`src/rtl/mp_add_pkg.sv`:
```
// Shared types for the multi-precision limb adder: default limb width,
// sequencer state encoding and the registered output record.
package mp_add_pkg;

  localparam int LIMB_W_DEFAULT = 8;

  typedef enum logic {
    IDLE = 1'b0,
    RUN  = 1'b1
  } state_t;

  typedef struct packed {
    logic [LIMB_W_DEFAULT-1:0] sum;
    logic                      first;
    logic                      last;
    logic                      cout;
    logic                      ovf;
  } out_rec_t;

endpackage

```
`src/rtl/mp_limb_adder_if.sv`:
```
// Limb-stream bus: operand limb pairs in, sum limbs out, each side with
// its own valid/ready handshake.
interface mp_limb_adder_if #(
  parameter int LIMB_W = mp_add_pkg::LIMB_W_DEFAULT
);

  logic              in_valid;
  logic              in_ready;
  logic [LIMB_W-1:0] in_a;
  logic [LIMB_W-1:0] in_b;
  logic              in_first;
  logic              in_last;
  logic              in_sub;

  logic              out_valid;
  logic              out_ready;
  logic [LIMB_W-1:0] out_sum;
  logic              out_first;
  logic              out_last;
  logic              out_cout;
  logic              out_ovf;

  modport slave (
    input  in_valid, in_a, in_b, in_first, in_last, in_sub, out_ready,
    output in_ready, out_valid, out_sum, out_first, out_last, out_cout, out_ovf
  );

  modport master (
    output in_valid, in_a, in_b, in_first, in_last, in_sub, out_ready,
    input  in_ready, out_valid, out_sum, out_first, out_last, out_cout, out_ovf
  );

endinterface

```
`src/rtl/limb_add_cin.sv`:
```
// Combinational Kogge-Stone adder with carry-in; returns the limb sum and
// the carry out of the most significant bit.
module limb_add_cin #(
  parameter int LIMB_W = mp_add_pkg::LIMB_W_DEFAULT
) (
  input  logic [LIMB_W-1:0] a,
  input  logic [LIMB_W-1:0] b,
  input  logic              cin,
  output logic [LIMB_W-1:0] sum,
  output logic              cout
);

  localparam int LEVELS = $clog2(LIMB_W);

  logic [LIMB_W-1:0] gen [LEVELS+1];
  logic [LIMB_W-1:0] prop [LEVELS+1];
  logic [LIMB_W-1:0] carry;

  // Folding cin into bit 0's generate makes every prefix term a true carry-out.
  always_comb begin
    prop[0]   = a ^ b;
    gen[0]    = a & b;
    gen[0][0] = (a[0] & b[0]) | ((a[0] ^ b[0]) & cin);
    for (int l = 0; l < LEVELS; l++) begin
      for (int i = 0; i < LIMB_W; i++) begin
        if (i >= (1 << l)) begin
          gen[l+1][i]  = gen[l][i] | (prop[l][i] & gen[l][i - (1 << l)]);
          prop[l+1][i] = prop[l][i] & prop[l][i - (1 << l)];
        end else begin
          gen[l+1][i]  = gen[l][i];
          prop[l+1][i] = prop[l][i];
        end
      end
    end
  end

  assign carry = {gen[LEVELS][LIMB_W-2:0], cin};
  assign sum   = prop[0] ^ carry;
  assign cout  = gen[LEVELS][LIMB_W-1];

endmodule

```
`src/rtl/mp_limb_adder.sv`:
```
// Multi-precision add/subtract sequencer: chains the carry across a stream
// of limb pairs (LS first) and registers one result limb per accepted limb.
module mp_limb_adder
  import mp_add_pkg::*;
#(
  parameter int LIMB_W = LIMB_W_DEFAULT,
  parameter int CNT_W  = 4
) (
  input  logic              clk,
  input  logic              reset,
  mp_limb_adder_if.slave    bus,
  output logic              err
);

  state_t            state, state_n;
  logic              carry_q;
  logic              sub_q;
  logic [CNT_W-1:0]  cnt;
  logic              out_valid_q;
  out_rec_t          out_q;

  logic              accept;
  logic              sub_eff;
  logic [LIMB_W-1:0] b_eff;
  logic              cin;
  logic [LIMB_W-1:0] sum;
  logic              c;
  logic              ovf;
  logic              drop;
  logic              force_last;
  logic              last_eff;
  logic              err_n;
  out_rec_t          rec_n;

  assign bus.in_ready = ~out_valid_q | bus.out_ready;
  assign accept       = bus.in_valid & bus.in_ready;

  // A first limb always restarts with its own sub flag, even mid-operation.
  assign sub_eff = bus.in_first ? bus.in_sub : sub_q;
  assign b_eff   = sub_eff ? ~bus.in_b : bus.in_b;
  assign cin     = bus.in_first ? bus.in_sub : carry_q;

  limb_add_cin #(.LIMB_W(LIMB_W)) u_add (
    .a    (bus.in_a),
    .b    (b_eff),
    .cin  (cin),
    .sum  (sum),
    .cout (c)
  );

  assign ovf = (bus.in_a[LIMB_W-1] == b_eff[LIMB_W-1]) && (sum[LIMB_W-1] != bus.in_a[LIMB_W-1]);

  always_comb begin
    state_n    = state;
    drop       = 1'b0;
    force_last = 1'b0;
    err_n      = 1'b0;
    if (accept) begin
      if (bus.in_first) begin
        err_n   = (state == RUN);
        state_n = bus.in_last ? IDLE : RUN;
      end else if (state == IDLE) begin
        drop  = 1'b1;
        err_n = 1'b1;
      end else begin
        force_last = (cnt == {CNT_W{1'b1}}) && !bus.in_last;
        err_n      = force_last;
        state_n    = (bus.in_last || force_last) ? IDLE : RUN;
      end
    end
    last_eff    = bus.in_last | force_last;
    rec_n.sum   = sum;
    rec_n.first = bus.in_first;
    rec_n.last  = last_eff;
    rec_n.cout  = last_eff & c;
    rec_n.ovf   = last_eff & ovf;
  end

  always_ff @(posedge clk) begin
    if (reset) begin
      state       <= IDLE;
      carry_q     <= 1'b0;
      sub_q       <= 1'b0;
      cnt         <= '0;
      out_valid_q <= 1'b0;
      out_q       <= '0;
      err         <= 1'b0;
    end else begin
      state <= state_n;
      err   <= err_n;
      if (accept && !drop) begin
        carry_q     <= c;
        out_q       <= rec_n;
        out_valid_q <= 1'b1;
      end else if (bus.out_ready) begin
        out_valid_q <= 1'b0;
      end
      if (accept && bus.in_first) begin
        sub_q <= bus.in_sub;
        cnt   <= CNT_W'(1);
      end else if (accept && state == RUN) begin
        cnt <= cnt + CNT_W'(1);
      end
    end
  end

  assign bus.out_valid = out_valid_q;
  assign bus.out_sum   = out_q.sum;
  assign bus.out_first = out_q.first;
  assign bus.out_last  = out_q.last;
  assign bus.out_cout  = out_q.cout;
  assign bus.out_ovf   = out_q.ovf;

endmodule

```
`src/flat_wrapper.sv`:
```
// flat-port wrapper written by rule: the top's interface ports become plain ports
module mp_limb_adder_flat import mp_add_pkg::*;
#(
  parameter int LIMB_W = LIMB_W_DEFAULT,
  parameter int CNT_W  = 4
)
  (clk, reset, err, bus_in_valid, bus_in_a, bus_in_b, bus_in_first, bus_in_last, bus_in_sub, bus_out_ready, bus_in_ready, bus_out_valid, bus_out_sum, bus_out_first, bus_out_last, bus_out_cout, bus_out_ovf);
  mp_limb_adder_if #(.LIMB_W(LIMB_W)) bus_i ();
  input  logic clk;
  input  logic reset;
  output logic err;
  input wire logic [$bits(bus_i.in_valid)-1:0] bus_in_valid;
  input wire logic [$bits(bus_i.in_a)-1:0] bus_in_a;
  input wire logic [$bits(bus_i.in_b)-1:0] bus_in_b;
  input wire logic [$bits(bus_i.in_first)-1:0] bus_in_first;
  input wire logic [$bits(bus_i.in_last)-1:0] bus_in_last;
  input wire logic [$bits(bus_i.in_sub)-1:0] bus_in_sub;
  input wire logic [$bits(bus_i.out_ready)-1:0] bus_out_ready;
  output wire logic [$bits(bus_i.in_ready)-1:0] bus_in_ready;
  output wire logic [$bits(bus_i.out_valid)-1:0] bus_out_valid;
  output wire logic [$bits(bus_i.out_sum)-1:0] bus_out_sum;
  output wire logic [$bits(bus_i.out_first)-1:0] bus_out_first;
  output wire logic [$bits(bus_i.out_last)-1:0] bus_out_last;
  output wire logic [$bits(bus_i.out_cout)-1:0] bus_out_cout;
  output wire logic [$bits(bus_i.out_ovf)-1:0] bus_out_ovf;
  assign bus_i.in_valid = bus_in_valid;
  assign bus_i.in_a = bus_in_a;
  assign bus_i.in_b = bus_in_b;
  assign bus_i.in_first = bus_in_first;
  assign bus_i.in_last = bus_in_last;
  assign bus_i.in_sub = bus_in_sub;
  assign bus_i.out_ready = bus_out_ready;
  assign bus_in_ready = bus_i.in_ready;
  assign bus_out_valid = bus_i.out_valid;
  assign bus_out_sum = bus_i.out_sum;
  assign bus_out_first = bus_i.out_first;
  assign bus_out_last = bus_i.out_last;
  assign bus_out_cout = bus_i.out_cout;
  assign bus_out_ovf = bus_i.out_ovf;
  mp_limb_adder #(.LIMB_W(LIMB_W), .CNT_W(CNT_W)) u_core (.clk(clk), .reset(reset), .bus(bus_i), .err(err));
endmodule
```
`config.mk`:
```
export PLATFORM = sky130hd
export DESIGN_NAME = mp_limb_adder_flat
export DESIGN_NICKNAME = d
export VERILOG_FILES = /design/src/rtl/mp_add_pkg.sv /design/src/rtl/mp_limb_adder_if.sv /design/src/rtl/limb_add_cin.sv /design/src/rtl/mp_limb_adder.sv /design/src/flat_wrapper.sv
export SDC_FILE = /design/constraint.sdc
export NUM_CORES = 1
export LEC_CHECK = 0
export CORE_MARGIN = 2
export CORE_UTILIZATION = 50
export DETAILED_ROUTE_END_ITERATION = 16
export HOLD_SLACK_MARGIN = 0.15
export PLACE_DENSITY = 0.84
export SKIP_CTS_REPAIR_TIMING = 1
export SYNTH_ARGS = -nofsm -noshare
export SYNTH_HDL_FRONTEND = slang
export SYNTH_SLANG_ARGS = --single-unit
```
`constraint.sdc`:
```
create_clock -name clk -period 9.7 [get_ports clk]
set_clock_uncertainty 0.05 [all_clocks]
set_input_delay 1.94 -clock clk [delete_from_list [all_inputs] [get_ports clk]]
set_output_delay 1.94 -clock clk [all_outputs]
set_load 0.005 [all_outputs]
```
# Yosys cells after proc, flatten, opt, wreduce, memory -nomap -nowiden
# Index checks and enable logic that the tools add are counted.
[word_totals]
reg_bits = 21
input_bits = 23
out_inout_bits = 15
word_cells = 106
[op_classes]
n_addsub = 1
n_eq_ne = 3
n_mux = 19
bitwise = 59
reduce_logical = 12
[op_table]
columns = ["operator", "n"]
rows = [
  ["1-bit AND", 32],
  ["1-bit OR", 20],
  ["1-bit two-way mux", 18],
  ["8-bit bitwise XOR", 2],
  ["8-bit AND", 1],
  ["8-bit two-way mux", 1],
  ["8-bit NOT", 1],
  ["1-bit logical AND", 5],
  ["4-bit by 1-bit adder with 4-bit output, second input constant", 1],
  ["4-bit equality test, second input constant", 1],
  ["2-bit nonzero test", 2],
  ["2-bit OR reduction", 2],
  ["1-bit zero test", 2],
  ["1-bit NOT", 2],
  ["1-bit equality test", 1],
  ["1-bit logical OR", 1],
  ["1-bit != test", 1],
  ["1-bit bitwise XOR", 1],
]

# Longest topological paths before layout
# Gate-level depths: netlist (run 1).
[depth]
ltp_word = 13
depth_mapped = 10

# By module
# Synthesis (run 1) repeated with hierarchy kept, for this count alone.
[unflattened]
cells_unflattened = 146
hier_area_um2 = 1360.1
[by_module_without_submodules]
columns = ["mod", "instances", "cells_each", "area_per_inst_um2", "seq_area_each_um2"]
rows = [
  ["mp_limb_adder", 1, 107, 1043.5, 420.4],
  ["limb_add_cin", 1, 39, 316.6, 0.0],
]

# Worst setup path before layout (run 1)
# Ideal clock, no wire load.
[synth_timing]
path_kind = "input to register"
startpoint = "input bus_in_first"
endpoint = "register u_core.out_q, in the netlist u_core.bus.out_cout"
setup_ns = 0.132
t_arrival_ns = 4.285
required_time_ns = 9.518
slack_ns = 5.233
cell_stages = 10
cell_sequence = "buf_2 -> mux2i_4 -> xnor2_1 -> fa_1 -> fa_1 -> a211oi_1 -> nor2_1 -> a221oi_1 -> or3_1 -> a21oi_1"
[synth_via]
elab_chain_len = 12
[synth_lines]
columns = ["element", "line", "text"]
rows = [
  ["start: declaration", "flat_wrapper.sv:15", "input wire logic [$bits(bus_i.in_first)-1:0] bus_in_first;"],
  ["1-bit two-way mux", "mp_limb_adder.sv:39", "assign sub_eff = bus.in_first ? bus.in_sub : sub_q;"],
  ["8-bit two-way mux", "mp_limb_adder.sv:40", "assign b_eff = sub_eff ? ~bus.in_b : bus.in_b;"],
  ["1-bit bitwise XOR", "limb_add_cin.sv:23", "gen[0][0] = (a[0] & b[0]) | ((a[0] ^ b[0]) & cin);"],
  ["1-bit AND", "limb_add_cin.sv:23", ""],
  ["1-bit OR", "limb_add_cin.sv:23", ""],
  ["1-bit AND", "limb_add_cin.sv:27", "gen[l+1][i] = gen[l][i] | (prop[l][i] & gen[l][i - (1 << l)]);"],
  ["1-bit OR", "limb_add_cin.sv:27", ""],
  ["1-bit AND", "limb_add_cin.sv:27", ""],
  ["1-bit OR", "limb_add_cin.sv:27", ""],
  ["1-bit AND", "limb_add_cin.sv:27", ""],
  ["1-bit OR", "limb_add_cin.sv:27", ""],
  ["1-bit AND", "mp_limb_adder.sv:75", "rec_n.cout = last_eff & c;"],
  ["end signal: assignment", "mp_limb_adder.sv:93", "out_q <= rec_n;"],
  ["end: declaration", "mp_limb_adder.sv:20", "out_rec_t out_q;"],
]
# Parallel ways exist; a longest one is shown, timed or not.
# A chain may end at the register's enable or synchronous reset.

# Worst setup path after layout (run 1)
[layout_timing]
startpoint = "input bus_out_ready"
endpoint = "output bus_in_ready"
[layout_via]
elab_chain_len = 1
[layout_lines]
columns = ["element", "line", "text"]
rows = [
  ["start: declaration", "flat_wrapper.sv:18", "input wire logic [$bits(bus_i.out_ready)-1:0] bus_out_ready;"],
  ["1-bit OR", "mp_limb_adder.sv:35", "assign bus.in_ready = ~out_valid_q | bus.out_ready;"],
  ["end: declaration", "flat_wrapper.sv:19", "output wire logic [$bits(bus_i.in_ready)-1:0] bus_in_ready;"],
]
# Every way passes these cells.

==> results.sh, run 1 <==
export IMPL_layout_drive_gt1_share_pct=5.41
export IMPL_p_switching_mw=0.0714
export IMPL_ys_flop_type="dfxtp_1"
export IMPL_synthTopCellsByArea="dfxtp_1 32%, ha_1 8.6%, xnor2_1 6.7%"
export IMPL_yosys_area_top_type_share_pct=32.0
export IMPL_place_gp_congestion=0.850
export IMPL_htreeDepth=1
export IMPL_r2r_start="u_core.sub_q"
export IMPL_syn_to_final_growth_pct=30.3
export IMPL_clockBufferDepth=2
export IMPL_final_setup_tns_ns=0
export IMPL_worst_pin_slew_ns=0.859
export IMPL_totalWireLength_microns=3130
export IMPL_clock_sinks=21
export IMPL_end_kind="primary output"
export IMPL_syn_nets=184
export IMPL_crit_path_top_delay_cell="clkdlybuf4s50_1"
export IMPL_total_power_mw=0.220
export IMPL_layout_commonest_cell="clkdlybuf4s50_1"
export IMPL_start_util_pct=53.0
export IMPL_seqPwrFrac_pct=43.8
export IMPL_yosys_cell_types_count=38
export IMPL_num_vias=1271
export IMPL_period_needed_ns=5.04
export IMPL_fin_area_sq_um=1710
export IMPL_synthArstFlopShare_pct=0
export IMPL_insertion_delay_ns=0.31
export IMPL_core_region_area_sq_um=2480
export IMPL_ys_ff_latch=21
export IMPL_max_freq_mhz=198
export IMPL_cp_cell_sequence="clkdlybuf4s50_1 > nand2b_2 > clkdlybuf4s50_1"
export IMPL_syn_cell_area_sq_um=1310
export IMPL_die_h_microns=55.2
export IMPL_drtIter0Drc=19
export IMPL_p_leak_nw=0.646
export IMPL_final_cell_count_no_fill=215
export IMPL_hp_class="flop to flop"
export IMPL_drt_antenna_violating_nets=0
export IMPL_max_vdd_ir_drop_mv=0.0840
export IMPL_dieArea_sq_um=3050
export IMPL_timing_reg2reg_worst_path_depth=9
export IMPL_path_clk_slew_ns=0.12
export IMPL_cp_data_arrival_time_ns=3.05
export IMPL_die_width_microns=55.2
export IMPL_post_route_util_pct=69.0
export IMPL_max_cap_violations=0
export IMPL_firstDrtPassIters=4
export IMPL_grt_max_degree=25
export IMPL_hold_violations=0
export IMPL_grt_pass1_wl_microns=5240
export IMPL_worstPathRequired_ns=7.71
export IMPL_dpl_cell_area_sq_um=1680
export IMPL_synth_warning_count=0
export IMPL_nets=220
export IMPL_holdCritStartpoint="u_core.bus.out_sum[3]"
export IMPL_routedWlPerCell_microns=14.6
export IMPL_grt_pass1_vias=1259
export IMPL_clkPwrFrac_pct=20.3
export IMPL_holdPathStages=2
export IMPL_yosysSeqAreaShare_pct=32.0
export IMPL_p_int_mw=0.149
export IMPL_cts_made_buffers=3
export IMPL_crit_start="bus_out_ready"
export IMPL_status="completed"
export IMPL_dp_hpwl_microns=2400
export IMPL_io_buffers=37
export IMPL_ios=38
export IMPL_diodes=0
export IMPL_yosys_area_top_type="dfxtp_1"
export IMPL_syn_avg_cell_area_sq_um=8.75
export IMPL_synth_edf_count=0
export IMPL_rows=18
export IMPL_power_frac_comb_pct=35.9
export IMPL_slew_headroom_pct=42.5
export IMPL_synthCells=150
export IMPL_rsz0062_at_grt="no"
export IMPL_setup_viol=0
export IMPL_r2r_slack_ns=6.88
export IMPL_path_class="primary input to primary output"
export IMPL_drc=0
export IMPL_r2r_end="u_core.bus.out_cout"
export IMPL_grt_usage_pct=21.3
export IMPL_setup_worst_path_start_class="primary input"
export IMPL_root_buffer="clkbuf_4"
export IMPL_worstPathMaxFanout=5
export IMPL_slowest_delay_ns=0.51
export IMPL_period_share_pct=52.0
export IMPL_cts_tree="done"
export IMPL_p_per_area_nw_per_um2=129
export IMPL_drv_slew=0
export IMPL_swShare_pct=32.4
export IMPL_most_common_layout_cells="37 x clkdlybuf4s50_1, 21 x dfxtp_1, 16 x a21oi_1, 12 x nand2_1"
export IMPL_antenna_found_initial=0
export IMPL_dp_cells=211
export IMPL_viasPerCell=5.91
export IMPL_crit_end="bus_in_ready"
export IMPL_grt_ovfl_total=0
export IMPL_crit_top_cell="clkdlybuf4s50_1"
[worst min-delay path by stage]
stage                                        to
after global placement    u_core.bus.out_sum[3]
after CTS                 u_core.bus.out_sum[3]
after global routing      u_core.bus.out_sum[0]
final                     u_core.bus.out_sum[3]
after detailed placement  u_core.bus.out_sum[3]
after floorplan             u_core.bus.out_cout
[logic make-up (layout without fill, tap and decap cells)]
kind of cell,Yosys count,count (layout),share of synthesized area [%]
buffers and inverters,9,44,3.62
multiplexers,2,2,2.57
AO/OA/AOI/OAI,40,40,18.6
adder cells (fa/ha/maj),11,11,11.6
AND/OR/NAND/NOR,56,56,24.2
flip-flops,21,21,32.0
XOR/XNOR,11,11,7.34
[worst max-delay path: cells and delay by family]
kind,cells,cell delay (ns)
AND/OR/NAND/NOR,1,0.16
buffers and inverters,2,0.95
[registers in the layout, summed over array words and instances, names as in the netlist]
name / flops
u_core.carry_q: 1
u_core.bus.out_cout: 1
u_core.bus.out_valid: 1
u_core.bus.out_last: 1
u_core.bus.out_ovf: 1
u_core.bus.out_first: 1
u_core.state: 1
u_core.err: 1
u_core.sub_q: 1
u_core.cnt: 4
u_core.bus.out_sum: 8
[synthesized netlist by cell type, types with 2 or more instances]
cell	number
dfxtp_1	21
a211oi_1	7
o21ai_0	6
nor3_1	3
buf_2	2
or3_1	2
nor2_1	10
nor2_2	2
a21oi_1	16
a21o_1	5
a31oi_1	3
nand3b_1	3
clkbuf_1	2
nand2_1	12
nand3_1	7
or4_1	3
ha_1	9
inv_1	3
nand4_1	5
xnor2_1	10
fa_1	2
[power by group through the flow]
stage	Combinational, mW	Sequential [mW]	Clock (mW)
finish	0.0791	0.0965	0.0447
global route	0.0872	0.0972	0.0478
CTS	0.0792	0.0964	0.0454
detailed placement	0.0784	0.0983	0
global placement	0.0756	0.0980	0
floorplan	0.0484	0.0980	0
[final cells by class]
type / instances / area [sq um]
multi-input combinational: 120 / 845
tap: 30 / 37.5
timing repair buffer: 37 / 370
inverter: 3 / 11.3
sequential: 21 / 420
fill: 211 / 767
clock buffer: 4 / 26.3
[metal layers]
| metal | routed length [microns] | vias up | share of wire, % | global-route usage [%] |
|---|---|---|---|---|
| met2 | 1650 | 41 | 53 | 38.1 |
| met1 | 1250 | 601 | 40 | 23.6 |
| met5 | 0 | - | 0 | 0 |
| li1 | - | 620 | - | - |
| met3 | 143 | 9 | 4.6 | 3.04 |
| met4 | 89 | 0 | 2.8 | 12.5 |
[through the flow]
| stage | setup slack [ns] | hold WS, ns |
|---|---|---|
| after floorplan | 5.23 | 0.398 |
| after global placement | 4.47 | 0.391 |
| after detailed placement | 4.35 | 0.398 |
| after CTS | 4.66 | 0.413 |
| after global routing | 4.52 | 0.449 |
| final | 4.66 | 0.407 |
Note: power is estimated with default switching activity, not from simulation.
==> run 2: changes to the inputs <==
- CORE_UTILIZATION: 50 -> 47
- PLACE_DENSITY: 0.84 -> 0.79
- clock period: 9.7 -> 4.95 ns (I/O delays scaled with it)
==> run 2 against run 1 <==
Against the previous run:
- count of clock-buffer cells in the layout unchanged
- critical path depth increased by 7
- non-clock buffer count increased by 1
- flip-flop and latch count unchanged
- cell area increased by 0.51%
- final cell count increased by 0.93%
- via count decreased by 1.3%
- first-iteration DRC count increased by 74%
- total power increased by 92%
- hold slack improved by 0.0022 ns
==> results.sh, run 2 (synthesis gave the netlist of run 1 again) <==
export IMPL_timing_reg2reg_worst_path_depth=9
export IMPL_io_buffers=37
export IMPL_insertion_delay_ns=0.30
export IMPL_dieArea_sq_um=3230
export IMPL_most_common_layout_cells="37 x clkdlybuf4s50_1, 21 x dfxtp_1, 16 x a21oi_1, 12 x nand2_1"
export IMPL_setup_worst_path_start_class="primary input"
export IMPL_r2r_slack_ns=2.13
export IMPL_htreeDepth=1
export IMPL_rows=19
export IMPL_cts_tree="done"
export IMPL_hold_violations=0
export IMPL_cts_made_buffers=3
export IMPL_grt_max_degree=25
export IMPL_drtIter0Drc=33
export IMPL_totalWireLength_microns=2930
export IMPL_gr_usage_met3_pct=3.00
export IMPL_setup_viol=0
export IMPL_rsz0062_at_grt="no"
export IMPL_status="completed"
export IMPL_num_fill_cells=247
export IMPL_clockBufferDepth=2
export IMPL_seqPwrFrac_pct=44.5
export IMPL_total_power_mw=0.424
export IMPL_layout_commonest_cell="clkdlybuf4s50_1"
export IMPL_num_vias=1255
export IMPL_die_width_microns=56.8
export IMPL_nets=221
export IMPL_r2r_start="u_core.sub_q"
export IMPL_viasPerCell=5.78
export IMPL_drt_antenna_violating_nets=0
export IMPL_slew_headroom_pct=41.9
export IMPL_layout_drive_gt1_share_pct=5.91
export IMPL_final_setup_tns_ns=0
export IMPL_grt_pass1_wl_microns=4970
export IMPL_clkPwrFrac_pct=19.2
export IMPL_worst_pin_slew_ns=0.868
export IMPL_drv_slew=0
export IMPL_grt_ovfl_total=0
export IMPL_drc=0
export IMPL_cp_data_arrival_time_ns=3.93
export IMPL_firstDrtPassIters=4
export IMPL_place_gp_congestion=0.947
export IMPL_syn_to_final_growth_pct=31.0
export IMPL_routedWlPerCell_microns=13.5
export IMPL_p_switching_mw=0.132
export IMPL_max_freq_mhz=262
export IMPL_hp_class="flop to flop"
export IMPL_worstPathRequired_ns=5.06
export IMPL_core_region_area_sq_um=2710
export IMPL_p_per_area_nw_per_um2=247
export IMPL_dp_hpwl_microns=2320
export IMPL_path_class="primary input to flop"
export IMPL_ios=38
export IMPL_antenna_found_initial=0
export IMPL_holdPathStages=2
export IMPL_multi_input_area_sq_um=845
export IMPL_power_frac_comb_pct=36.3
export IMPL_crit_end="u_core.bus.out_cout"
export IMPL_period_share_pct=77.2
export IMPL_path_clk_slew_ns=0.11
export IMPL_root_buffer="clkbuf_4"
export IMPL_grt_pass1_vias=1182
export IMPL_p_int_mw=0.292
export IMPL_die_h_microns=56.8
export IMPL_p_leak_nw=0.651
export IMPL_gr_usage_met2_pct=32.7
export IMPL_r2r_end="u_core.bus.out_cout"
export IMPL_start_util_pct=48.4
export IMPL_max_vdd_ir_drop_mv=0.180
export IMPL_met1_usage_pct=23.9
export IMPL_crit_start="bus_in_first"
export IMPL_grt_usage_pct=19.1
export IMPL_period_needed_ns=3.82
export IMPL_diodes=0
export IMPL_holdCritStartpoint="u_core.bus.out_sum[7]"
export IMPL_largest_register_ffs=8
export IMPL_swShare_pct=31.1
export IMPL_clock_sinks=21
export IMPL_grt_busiest_layer="met2"
export IMPL_end_kind="flop"
export IMPL_max_cap_violations=0
export IMPL_worstPathMaxFanout=8
export IMPL_regArea_sq_um=420
export IMPL_whs_ns=0.409
## run 2: changes by cell type in the layout (fill, tap and decap cells not counted)
| cell | delta |
|---|---|
| buf_4 | +1 |
## run 2: worst min path at each step
stage                       endpoint  slack [ns]
2_1_floorplan    u_core.bus.out_cout        0.40
3_3_place_gp   u_core.bus.out_sum[3]        0.39
3_5_place_dp   u_core.bus.out_sum[7]        0.40
4_1_cts        u_core.bus.out_sum[7]        0.41
5_1_grt        u_core.bus.out_sum[3]        0.44
6_report       u_core.bus.out_sum[7]        0.41
## run 2: worst max-delay path, cell delays in order
cell and delay, ns:
clkdlybuf4s50_1 0.56, mux2i_4 0.46, xnor2_1 0.15, fa_1 0.44, fa_1 0.44, a211oi_1 0.27
nor2_1 0.11, a221oi_1 0.30, or3_1 0.16, a21oi_1 0.06
## run 2: per-stage QoR
stage	cell area [sq um]	instances	util [%]	setup slack, ns
after floorplan	1310	150	-	1.43
after global placement	1690	213	62.5	0.936
after detailed placement	1690	213	62.5	0.803
after CTS	1720	217	63.4	1.13
after global routing	1720	217	63.4	0.943
final	1720	217	63.4	1.13
## run 2: cell type report
| type | instances | area share [%] |
|---|---|---|
| Sequential cell | 21 | 24.5 |
| Clock buffer | 4 | 1.53 |
| Inverter | 3 | 0.655 |
| Multi-Input combinational cell | 120 | 49.1 |
| Timing Repair Buffer | 38 | 22.0 |
| Tap cell | 31 | 2.26 |
## run 2: power groups by stage
stage / logic, mW / clock network, mW / registers (mW)
2_1_floorplan: 0.0949 / 0 / 0.192
3_3_place_gp: 0.149 / 0 / 0.192
3_5_place_dp: 0.153 / 0 / 0.193
4_1_cts: 0.154 / 0.0840 / 0.189
5_1_grt: 0.170 / 0.0919 / 0.191
6_report: 0.154 / 0.0813 / 0.189
## run 2: layer usage
layer | up-vias | wire length (microns)
li1 | 623 | -
met5 | - | 0
met1 | 581 | 1260
met3 | 6 | 181
met4 | 0 | 32
met2 | 45 | 1450
==> run 3: changes to the inputs <==
- CORE_UTILIZATION: 47 -> 42
- PLACE_DENSITY: 0.79 -> 0.75
- clock period: 4.95 -> 3.21 ns (I/O delays scaled with it)
==> run 3 against run 2 <==
Against the previous run:
- hold slack better by 0.0012 ns
- sequential power is 54% higher
- count of clock-buffer cells in the layout stayed put
- highest routed layer unchanged
- cell area is 5.0% higher
- first-iteration DRC count is 67% higher
- sequential share of layout area is 1.2 points lower
- total power is 60% higher
- global-route usage is 1.2 points lower
- non-clock buffer count is 10 higher
- critical endpoint unchanged
- register-to-register slack worse by 1.3 ns
- utilization is 3.3 points lower
- via count is 3.0% higher
==> results.sh, run 3 (synthesis gave the netlist of run 1 again) <==
export IMPL_path_clk_slew_ns=0.11
export IMPL_gr_usage_met2_pct=31.2
export IMPL_max_vdd_ir_drop_mv=0.148
export IMPL_totalWireLength_microns=3060
export IMPL_fin_area_sq_um=1810
export IMPL_status="completed"
export IMPL_drv_slew=0
export IMPL_crit_cells=10
export IMPL_nets=231
export IMPL_die_h_microns=59.9
export IMPL_layout_commonest_cell="clkdlybuf4s50_1"
export IMPL_p_leak_nw=0.710
export IMPL_grt_ovfl_total=0
export IMPL_timing_reg2reg_worst_path_depth=9
export IMPL_grt_pass1_vias=1219
export IMPL_firstDrtPassIters=4
export IMPL_diodes=0
export IMPL_layout_drive_gt1_share_pct=11.2
export IMPL_die_width_microns=59.9
export IMPL_cp_data_arrival_time_ns=3.07
export IMPL_clock_sinks=21
export IMPL_dp_hpwl_microns=2490
export IMPL_path_buf_inv=1
export IMPL_grt_max_degree=15
export IMPL_max_cap_violations=0
export IMPL_clockBufferDepth=2
export IMPL_viasPerCell=5.65
export IMPL_max_freq_mhz=340
export IMPL_htreeDepth=1
export IMPL_gr_usage_met3_pct=2.38
export IMPL_io_buffers=37
export IMPL_drt_antenna_violating_nets=0
export IMPL_insertion_delay_ns=0.30
export IMPL_slew_headroom_pct=68.1
export IMPL_swShare_pct=30.9
export IMPL_largest_register_ffs=8
export IMPL_slowest_delay_ns=0.55
export IMPL_dieArea_sq_um=3590
export IMPL_dpl_cell_area_sq_um=1770
export IMPL_core_region_area_sq_um=3000
export IMPL_grt_usage_pct=17.9
export IMPL_p_int_mw=0.468
export IMPL_period_needed_ns=2.94
export IMPL_met1_usage_pct=22.0
export IMPL_grt_pass1_wl_microns=4980
export IMPL_final_setup_tns_ns=0
export IMPL_drtIter0Drc=55
export IMPL_crit_top_cell="fa_1"
export IMPL_place_gp_congestion=0.913
export IMPL_clkPwrFrac_pct=18.6
export IMPL_p_per_area_nw_per_um2=375
export IMPL_cts_made_buffers=3
export IMPL_rsz0062_at_grt="no"
export IMPL_holdPathStages=2
export IMPL_syn_to_final_growth_pct=37.6
export IMPL_routedWlPerCell_microns=13.4
export IMPL_crit_path_top_delay_cell="clkdlybuf4s50_1"
export IMPL_worstPathMaxFanout=3
export IMPL_cp_cell_sequence="clkdlybuf4s50_1 > mux2i_4 > xnor2_1 > fa_1 > fa_1 > a211oi_1 > nor2_1 > a221oi_2 > or3_1 > a21oi_1"
export IMPL_period_share_pct=91.6
export IMPL_worstPathRequired_ns=3.34
export IMPL_hp_class="flop to flop"
export IMPL_ios=38
export IMPL_setup_worst_path_start_class="primary input"
export IMPL_grt_busiest_layer="met2"
export IMPL_rows=20
export IMPL_drc=0
export IMPL_start_util_pct=43.7
export IMPL_p_switching_mw=0.209
export IMPL_num_vias=1293
export IMPL_path_delay_family="adder cells"
export IMPL_antenna_found_initial=0
export IMPL_power_frac_comb_pct=38.5
export IMPL_setup_viol=0
export IMPL_worst_pin_slew_ns=0.476
export IMPL_end_kind="flop"
export IMPL_root_buffer="clkbuf_4"
export IMPL_most_common_layout_cells="36 x clkdlybuf4s50_1, 21 x dfxtp_1, 16 x a21oi_1, 12 x nand2_1, 11 x buf_4"
export IMPL_seqPwrFrac_pct=42.9
export IMPL_path_class="primary input to flop"
export IMPL_hold_violations=0
export IMPL_cts_tree="done"
## run 3: cell count changes in the layout (fill, tap and decap cells not counted), sizes merged
cell and change:
buf +10, clkdlybuf4s50 -1, dlymetal6s2s +1
## run 3: power by group through the flow
stage	clock network, mW	logic (mW)	registers (mW)
final	0.126	0.260	0.291
after global routing	0.142	0.287	0.294
after CTS	0.130	0.257	0.291
after detailed placement	0	0.256	0.297
after global placement	0	0.251	0.296
after floorplan	0	0.146	0.296
## run 3: cell type report
cell class | count | area [sq um]
clock buffers | 4 | 26.3
flip-flops and latches | 21 | 420
repair buffers | 48 | 455
fillers | 278 | 1200
well taps | 33 | 41.3
inverters | 3 | 11.3
multi-input cells | 120 | 851
## run 3: through the flow
| step | power [mW] | utilization, % | cells | hold slack (ns) | worst slack, ns |
|---|---|---|---|---|---|
| final | 0.677 | 60.1 | 229 | 0.410 | 0.270 |
| after global placement | 0.547 | 59.0 | 225 | 0.388 | -0.211 |
| after floorplan | 0.442 | - | 150 | 0.398 | 0.0408 |
| after detailed placement | 0.552 | 59.0 | 225 | 0.398 | -0.278 |
| after CTS | 0.678 | 59.8 | 229 | 0.415 | 0.0379 |
| after global routing | 0.723 | 60.1 | 229 | 0.437 | 0.136 |
## run 3: path summary, 6_finish.rpt
check | startpoint | to | slack (ns)
setup reg to reg | u_core.sub_q | u_core.bus.out_cout | 0.79
hold reg to reg | u_core.bus.out_sum[0] | u_core.bus.out_sum[0] | 0.41
setup / recovery | bus_in_sub | u_core.bus.out_cout | 0.27
hold / removal | u_core.bus.out_sum[0] | u_core.bus.out_sum[0] | 0.41
## run 3: routing by layer
metal	part of all wire, %	vias up	wire (microns)
met5	0	-	0
met4	1.2	0	36
li1	-	643	-
met2	50	35	1520
met1	44	610	1350
met3	4.7	5	145
## run 3: worst min-delay path: stages (launching register included)
cell and delay [ns]:
dfxtp_1 0.33, nand2_1 0.05, a21oi_1 0.05
